`config.mk`:
```
export PLATFORM = sky130hd
export DESIGN_NAME = ej32_mem_arb
export DESIGN_NICKNAME = d
export VERILOG_FILES = /design/src/rtl/ej32_mem_arb.sv
export SDC_FILE = /design/constraint.sdc
export NUM_CORES = 1
export LEC_CHECK = 0
export CORE_ASPECT_RATIO = 1.2
export CORE_MARGIN = 2
export CORE_UTILIZATION = 23
export CTS_CLUSTER_DIAMETER = 30
export DETAILED_ROUTE_END_ITERATION = 7
export PLACE_DENSITY = 0.86
export SYNTH_ARGS = -nofsm -noshare
export SYNTH_HDL_FRONTEND = slang
export SYNTH_SLANG_ARGS = --single-unit
```
`constraint.sdc`:
```
create_clock -name clk -period 1.7 [get_ports clk]
set_input_delay 0.17 -clock clk [delete_from_list [all_inputs] [get_ports clk]]
set_output_delay 0.17 -clock clk [all_outputs]
set_load 0.02 [all_outputs]
```
`src/rtl/ej32_mem_arb.sv`:
```
// rtl/ej32_mem_arb.sv - three-way byte memory port arbiter with LS lock and DMA starvation bound
//
// Shares one byte-wide memory port between instruction fetch (if_*), the
// load/store unit (ls_*) and the console DMA (dma_*).
// Ports:
//   clk, rst                        clock, asynchronous active-high reset
//   if_req/if_addr/if_gnt           fetch read requester
//   ls_req/ls_lock/ls_we/ls_addr/
//   ls_wdata/ls_gnt                 load/store requester, ls_lock holds the bus for a burst
//   dma_req/dma_we/dma_addr/
//   dma_wdata/dma_gnt               console DMA requester
//   mem_addr/mem_we/mem_wdata       memory command, driven by the current winner
//   mem_rdata                       memory read byte, one cycle after the address
//   rdata_o/rvalid_o                read byte and one-hot {dma,ls,if} owner tag
module ej32_mem_arb #(
    parameter int ASZ    = 17,
    parameter int STARVE = 8
) (
    input  logic           clk,
    input  logic           rst,
    input  logic           if_req,
    input  logic [ASZ-1:0] if_addr,
    output logic           if_gnt,
    input  logic           ls_req,
    input  logic           ls_lock,
    input  logic           ls_we,
    input  logic [ASZ-1:0] ls_addr,
    input  logic [7:0]     ls_wdata,
    output logic           ls_gnt,
    input  logic           dma_req,
    input  logic           dma_we,
    input  logic [ASZ-1:0] dma_addr,
    input  logic [7:0]     dma_wdata,
    output logic           dma_gnt,
    output logic [ASZ-1:0] mem_addr,
    output logic           mem_we,
    output logic [7:0]     mem_wdata,
    input  logic [7:0]     mem_rdata,
    output logic [7:0]     rdata_o,
    output logic [2:0]     rvalid_o
);

    localparam int SW = $clog2(STARVE + 1);
    localparam logic [SW-1:0] STARVE_MAX = SW'(STARVE);

    logic          lock_q, lock_d;
    logic [SW-1:0] starve_q, starve_d;
    logic [2:0]    owner_q, owner_d;
    logic          promoted;

    assign promoted = (starve_q == STARVE_MAX);

    // State register
    always_ff @(posedge clk or posedge rst) begin
        if (rst) begin
            lock_q   <= 1'b0;
            starve_q <= '0;
            owner_q  <= 3'b000;
        end else begin
            lock_q   <= lock_d;
            starve_q <= starve_d;
            owner_q  <= owner_d;
        end
    end

    // Next-state logic
    always_comb begin
        lock_d = lock_q;
        if (ls_gnt)
            lock_d = ls_lock;
        else if (!ls_req)
            lock_d = 1'b0;

        starve_d = starve_q;
        if (dma_gnt || !dma_req)
            starve_d = '0;
        else if (starve_q != STARVE_MAX)
            starve_d = starve_q + SW'(1);

        // Only granted reads produce a return tag for the next cycle.
        owner_d = 3'b000;
        if (if_gnt)
            owner_d = 3'b001;
        if (ls_gnt && !ls_we)
            owner_d = 3'b010;
        if (dma_gnt && !dma_we)
            owner_d = 3'b100;
    end

    // Outputs: grant decision and memory mux
    always_comb begin
        if_gnt  = 1'b0;
        ls_gnt  = 1'b0;
        dma_gnt = 1'b0;
        if (rst) begin
            // no grants while reset is held
        end else if (lock_q && ls_req) begin
            // an open LS burst beats even a promoted DMA
            ls_gnt = 1'b1;
        end else if (promoted && dma_req) begin
            dma_gnt = 1'b1;
        end else if (ls_req) begin
            ls_gnt = 1'b1;
        end else if (if_req) begin
            if_gnt = 1'b1;
        end else if (dma_req) begin
            dma_gnt = 1'b1;
        end

        mem_addr  = if_addr;
        mem_we    = 1'b0;
        mem_wdata = 8'h00;
        if (ls_gnt) begin
            mem_addr  = ls_addr;
            mem_we    = ls_we;
            mem_wdata = ls_wdata;
        end else if (dma_gnt) begin
            mem_addr  = dma_addr;
            mem_we    = dma_we;
            mem_wdata = dma_wdata;
        end

        rdata_o  = mem_rdata;
        rvalid_o = owner_q;
    end

endmodule

```
==> summary by stage <==
CTS
At the later pin of the worst-skew pair, clock insertion delay measures ~0.23 ns. The number of buffers created by CTS is 3. TritonCTS built the clock tree.

CTS built an H-tree with a depth of 1. The longest clock path from root to sink contains 2 buffers. The clock transition at the register clock pins on the worst setup and hold paths after CTS is 0.04 ns. Counting every sink on the clock net gives 8. The clock tree root buffer cell is clkbuf_8. The number of buffers added to fix hold violations after cts is 0.

Setup path
The worst endpoint data arrival time is ~1.9 ns. The endpoint identified for the worst register-to-register timing path is starve_q[1]. The number of cells traversed by the worst register-to-register path is 8. The classification of the worst setup path is flip-flop to output pin.

The start of the worst register-to-register path is starve_q[0]. At the worst endpoint, the required time is ~1.5 ns. The category of the worst setup path launch point is a flip-flop. The biggest fanout along the worst timing path is 5. The worst register-to-register path has a setup slack of around 0.1 ns. The kind of end point of the critical path is an output pin.

Yosys
Sequential cells were found to cover ~22% of the synthesized design area. The count of cell types in the netlist is 23. For this run, the number of Yosys warnings is 0. The net count of the mapped netlist is roughly 220.

Synthesis handed over a netlist of roughly 130 instances. Dividing the synthesized area by the synthesized cell count gives ~7.0 um2. The number of register bits inferred by synthesis is 8.

The synthesized netlist occupies a cell area of 928 um2.

Min path
The end point of the most critical hold path is rdata_o[0]. The number of instances on the worst hold path is 0. The worst hold path begins at mem_rdata[0].

The path class of the tightest hold or removal check is input port to output pin.

Timing
Setup repair after global routing could not meet its margin everywhere. Hold is met by roughly 0.34 ns. The count of final setup violators is 29. Measured against its own limit, the worst slew margin works out to between 70% and 80%.

The worst-case clock skew is 0.00129 ns. The maximum clock frequency is roughly 480 MHz. The part of the cycle the worst path needs is 122%. The post-route worst setup slack is -0.382 ns. The smallest clock period supported by the final layout is computed as about 2.1 ns. The transition time at the pin with the least slew margin is 0.316 ns. The number of max-slew violations in the final report came to 0. The number of hold violations in the final report is 0.

Global route
The number of antenna violations at the first check in global routing is 0. The maximum number of pins on one net before global-route repair is 19. Across every metal layer, demand over resource in global routing totals ~20%. The first-pass GRT wire length is approximately 6900 um. The number of global-route vias before repair is ~1600. After global routing the overflow that remains totals 0.

Placement
The quantity of I/O buffers inserted on ports is ~110. Summed over all nets, the half-perimeter wirelength after detailed placement is roughly 3300 um. The placed instances occupy a cell area of roughly 2400 um2. Routability-driven placement finished with a final weighted congestion of between 0.8 and 0.9.

Routing
After detailed routing, the number of remaining DRC violations is 0. In this run the remaining antenna-violating nets after routing total 0. Wires add up to 4570 um. Using the TritonRoute via totals, the vias-per-cell ratio works out to 4.73. The number of DRC markers after the initial detailed-route iteration is 28. The first-pass iteration count of the detailed router is 4.

Dividing the detail-routed wire length by the instance count gives 14.7 um. The via count of the routed design is about 1500.

Flow run
The max-cap check violation count is 0.

Power and ir drop
In this run the power density over the cells is ~400 nW/um2. The leakage component of the power is ~0.0011 uW. IR analysis of the VDD net gives a maximum drop of between 0.2 and 0.25 mV.

Cells and area
The share of cells above drive strength 1 is a little over two fifths. After routing the design area is 2780 um2. The number of antenna diodes in the final layout is 0. The number of nets in the layout is ~350. The relative area change from synthesis to final layout is 199%.

Run status
The checks that failed: negative setup slack. The flow ran to the end, but the final reports show violations.

Die
The die covers about 4600 um2. The total core area is 3910 um2. The count of boundary I/O pins is between 100 and 150.

The height of the die is about 74 um. Measured along the x axis, the die boundary spans slightly above 60 um. The initial standard-cell utilization of the core is 23.7%. Row generation in the floorplan step produced 25 rows.
worst max path at each step:
stage	start	end	depth (start not counted)
detailed placement	dma_req	mem_addr[3]	7
global placement	dma_req	mem_addr[1]	8
floorplan	starve_q[0]	mem_addr[0]	8
CTS	starve_q[0]	mem_wdata[6]	8
global route	starve_q[0]	mem_addr[0]	10
finish	starve_q[0]	mem_wdata[6]	8
routing by layer:
metal	wire length [um]	up-vias	global-route usage, %
met3	246	11	1.76
met1	1550	688	19.7
met5	0	-	0
met2	2660	71	40.4
li1	-	706	-
met4	112	0	9.46
power breakdown:
| part | internal, uW | switching (uW) |
|---|---|---|
| sequential | 201 | 4.78 |
| combinational | 405 | 286 |
| clock | 154 | 80.6 |
| total | 760 | 371 |
Yosys cell counts:
cell / number / area, um2
and3_1: 1 / 6.26
nand3_1: 2 / 10.0
a22o_1: 9 / 78.8
nand3b_1: 1 / 7.51
inv_1: 3 / 11.3
ha_1: 2 / 25.0
nand4b_4: 1 / 23.8
o21ai_4: 1 / 16.3
nand2_1: 19 / 71.3
buf_2: 1 / 5.00
o21ai_0: 3 / 15.0
inv_2: 2 / 7.51
nor4b_1: 2 / 17.5
and4b_1: 1 / 10.0
a21oi_1: 36 / 180
nor2b_1: 1 / 6.26
nor2_1: 22 / 82.6
dfrtp_1: 8 / 200
xnor2_1: 2 / 17.5
buf_6: 2 / 22.5
a21oi_2: 1 / 8.76
buf_4: 12 / 90.1
nor4b_2: 1 / 15.0
flip-flops by register name, summed over array words and instances, names as in the netlist:
name,count
rvalid_o,3
lock_q,1
starve_q,4
cell usage in the layout, fill, tap and decap left out, drive strengths merged, types with 2 or more instances in the layout:
| cell type | count |
|---|---|
| ha | 2 |
| inv | 5 |
| a22o | 9 |
| buf | 58 |
| xnor2 | 2 |
| clkbuf | 5 |
| dfrtp | 8 |
| clkdlybuf4s50 | 76 |
| o21ai | 4 |
| a21oi | 37 |
| nand2 | 19 |
| nor4b | 3 |
| nand3 | 2 |
| nor2 | 22 |
per-stage QoR:
step	setup WS, ns	setup TNS, ns	power, uW	instances	utilization [%]
floorplan	-0.0338	-0.362	488	133	-
finish	-0.382	-9.63	1130	312	71.1
global placement	-0.717	-19.06	794	300	60.7
detailed placement	-0.739	-19.71	802	300	60.7
global route	-0.475	-12.27	1180	312	71.1
CTS	-0.364	-9.29	1110	309	68.4
cell families (layout without fill, tap and decap cells):
| family | count (synthesis) | after routing | share of synthesized area (%) |
|---|---|---|---|
| simple gates | 51 | 51 | 27.0 |
| compound gates | 50 | 50 | 32.2 |
| buf+inv | 20 | 145 | 14.7 |
| flops | 8 | 8 | 21.6 |
| fa+ha+maj | 2 | 2 | 2.69 |
| xor+xnor | 2 | 2 | 1.89 |
what timing repair did:
item / 4_1_cts / 5_1_grt
endpoints found under the setup margin: 29 / 30
resized for setup: 203 / 11
setup buffers: 5 / 1
cloned: 1 / 2
pin swaps: 22 / 8
layout make-up:
class                           count  area, um2
Inverter                            5       23.8
Fill cell                         288       1130
Sequential cell                     8        200
Timing Repair Buffer              137       1460
Tap cell                           54       67.6
Clock buffer                        3       41.3
Multi-Input combinational cell    105        985
worst max-delay path, stage by stage (launching register included):
cell	delay [ns]
dfrtp_1	0.34
inv_1	0.05
ha_2	0.19
and4b_2	0.24
a21oi_4	0.23
inv_4	0.11
buf_12	0.15
a22o_1	0.23
buf_6	0.14
(Power assumes the default switching activity.)
==> edit: new RTL, same settings <==
The parameter `ASZ` goes from 17 to 34.
--- a/src/rtl/ej32_mem_arb.sv
+++ b/src/rtl/ej32_mem_arb.sv
@@ -14,5 +14,5 @@
 //   rdata_o/rvalid_o                read byte and one-hot {dma,ls,if} owner tag
 module ej32_mem_arb #(
-    parameter int ASZ    = 17,
+    parameter int ASZ    = 34,
     parameter int STARVE = 8
 ) (
Interface: changed (resized dma_addr, if_addr, ls_addr and mem_addr); port bits go from 123 to 191. The function was not compared with the original's and may differ.
==> edit against the unedited design <==
  * The run still ends with setup timing left
  * Core utilization is 2.0 points higher
  * Area after synthesis is 42% higher
  * Final area is 47% higher
  * Highest routed layer unchanged
  * Sequential cell count stayed put
  * Setup slack worse by 80 ps
  * Power is 33% higher
  * Sequential share of layout area is 2.3 points lower
  * Routed wire length is 73% higher
  * First-iteration DRC count is 11% higher
==> edit: results (changes against the unedited design) <==
sequential cell area share 4.90% (was 7.20%); pre-CTS setup slack -817 ps (was -739 ps); Final Skew 8.67 ps (was 1.29 ps); crit path DAT 1990 ps (was 1910 ps); Worst R2R Start starve_q[1] (was starve_q[0]); setup_tns -17640 ps (was -9630 ps); dpl hpwl 5.53 mm (was 3.31 mm); multi-input combinational cell count 173 (was 105); final worst slack -462 ps (was -382 ps); synth cell count leaders a21oi_1 (60), nor2_1 (39), nand2_1 (36), a21oi_2 (11) (was a21oi_1 (36), nor2_1 (22), nand2_1 (19), buf_4 (12), a22o_1 (9)); Nets 538 (was 345); multi-input logic area 1470 µm² (was 985 µm²); IO buf count 174 (was 106); status complete, but fails checks (unchanged); P_leak 1.64 nW (was 1.11 nW); final setup vio count 48 (was 29); Register-to-Register Setup Slack -10 ps (was 100 ps); non-clk buf share 55.5% (was 52.6%); dominant synthesized flop cell dfrtp_1 (unchanged); GRT Overall Usage 22.7% (was 20.3%); r2r worst-path depth 9 (was 8); via count 2279 (was 1476); delay-heaviest family, CP buffers and inverters (was compound AO/OA/AOI/OAI gates); filler cell count 419 (was 288); Yosys cell types 24 (was 23); layout cells sized above 1 43.8% (was 43.0%); Routed WL per cell 17.1 µm (was 14.7 µm); Hold Path Class in -> async (was in -> out); largest net degree at the start of global routing 21 (was 19); Layout clock area frac 1.01% (was 1.49%); VDD IR max 428 µV (was 232 µV); worst rel slew slack 77.6% (was 78.9%); ranking of synthesized cells by area a21oi_1 (23%), dfrtp_1 (15%), nor2_1 (11%) (was dfrtp_1 (22%), a21oi_1 (19%), buf_4 (9.7%)); Buffers, non-clock 211 (was 137); worst hold margin 184 ps (was 340 ps); failing checks setup timing (unchanged)
[edit: cells by family after synthesis]
family	Yosys count	synth area share (%)
fa+ha+maj	2	1.90
flops	8	15.2
xor+xnor	2	1.33
buf+inv	28	15.2
compound gates	84	38.4
simple gates	85	28.1
[edit: routing by layer]
layer | share of wire [%] | vias up | track usage, %
li1 | - | 1094 | -
met1 | 37 | 1062 | 25.3
met2 | 54 | 109 | 43.2
met3 | 7.2 | 14 | 4.28
met4 | 2.1 | 0 | 5.39
met5 | 0 | - | 0
[edit: repair_timing]
action	in CTS	in global routing
gates resized for setup	278	30
hold endpoints to repair	0	0
buffers inserted	6	3
setup endpoints to repair	46	49
cloned	4	4
pin swaps	16	9
[edit: worst max path at each step]
stage               depth (start not counted)   startpoint      endpoint  slack (ps)
floorplan                                   8  starve_q[0]   mem_addr[0]         -60
global placement                            7      dma_req  mem_addr[25]        -790
detailed placement                          8      dma_req  mem_addr[25]        -820
CTS                                        10  starve_q[0]  mem_addr[14]        -440
global route                               10  starve_q[1]   mem_addr[9]        -530
finish                                     10  starve_q[1]   mem_addr[9]        -460
[edit: tightest hold or removal path: stages]
cell and delay, ps:
dlymetal6s2s_1 190, buf_4 160, inv_1 70, buf_4 170
[edit: per-stage QoR]
stage	instances	cell area, µm²	util [%]
6_report	464	4090	73.0
5_1_grt	464	4090	73.0
4_1_cts	457	3860	68.9
3_5_place_dp	444	3500	62.6
3_3_place_gp	444	3500	62.6
2_1_floorplan	209	1660	-
[edit: power by group]
group	switching (mW)	internal [mW]	total, mW
Combinational	0.446	0.620	1.07
Sequential	0.00641	0.201	0.207
Clock	0.0794	0.154	0.233
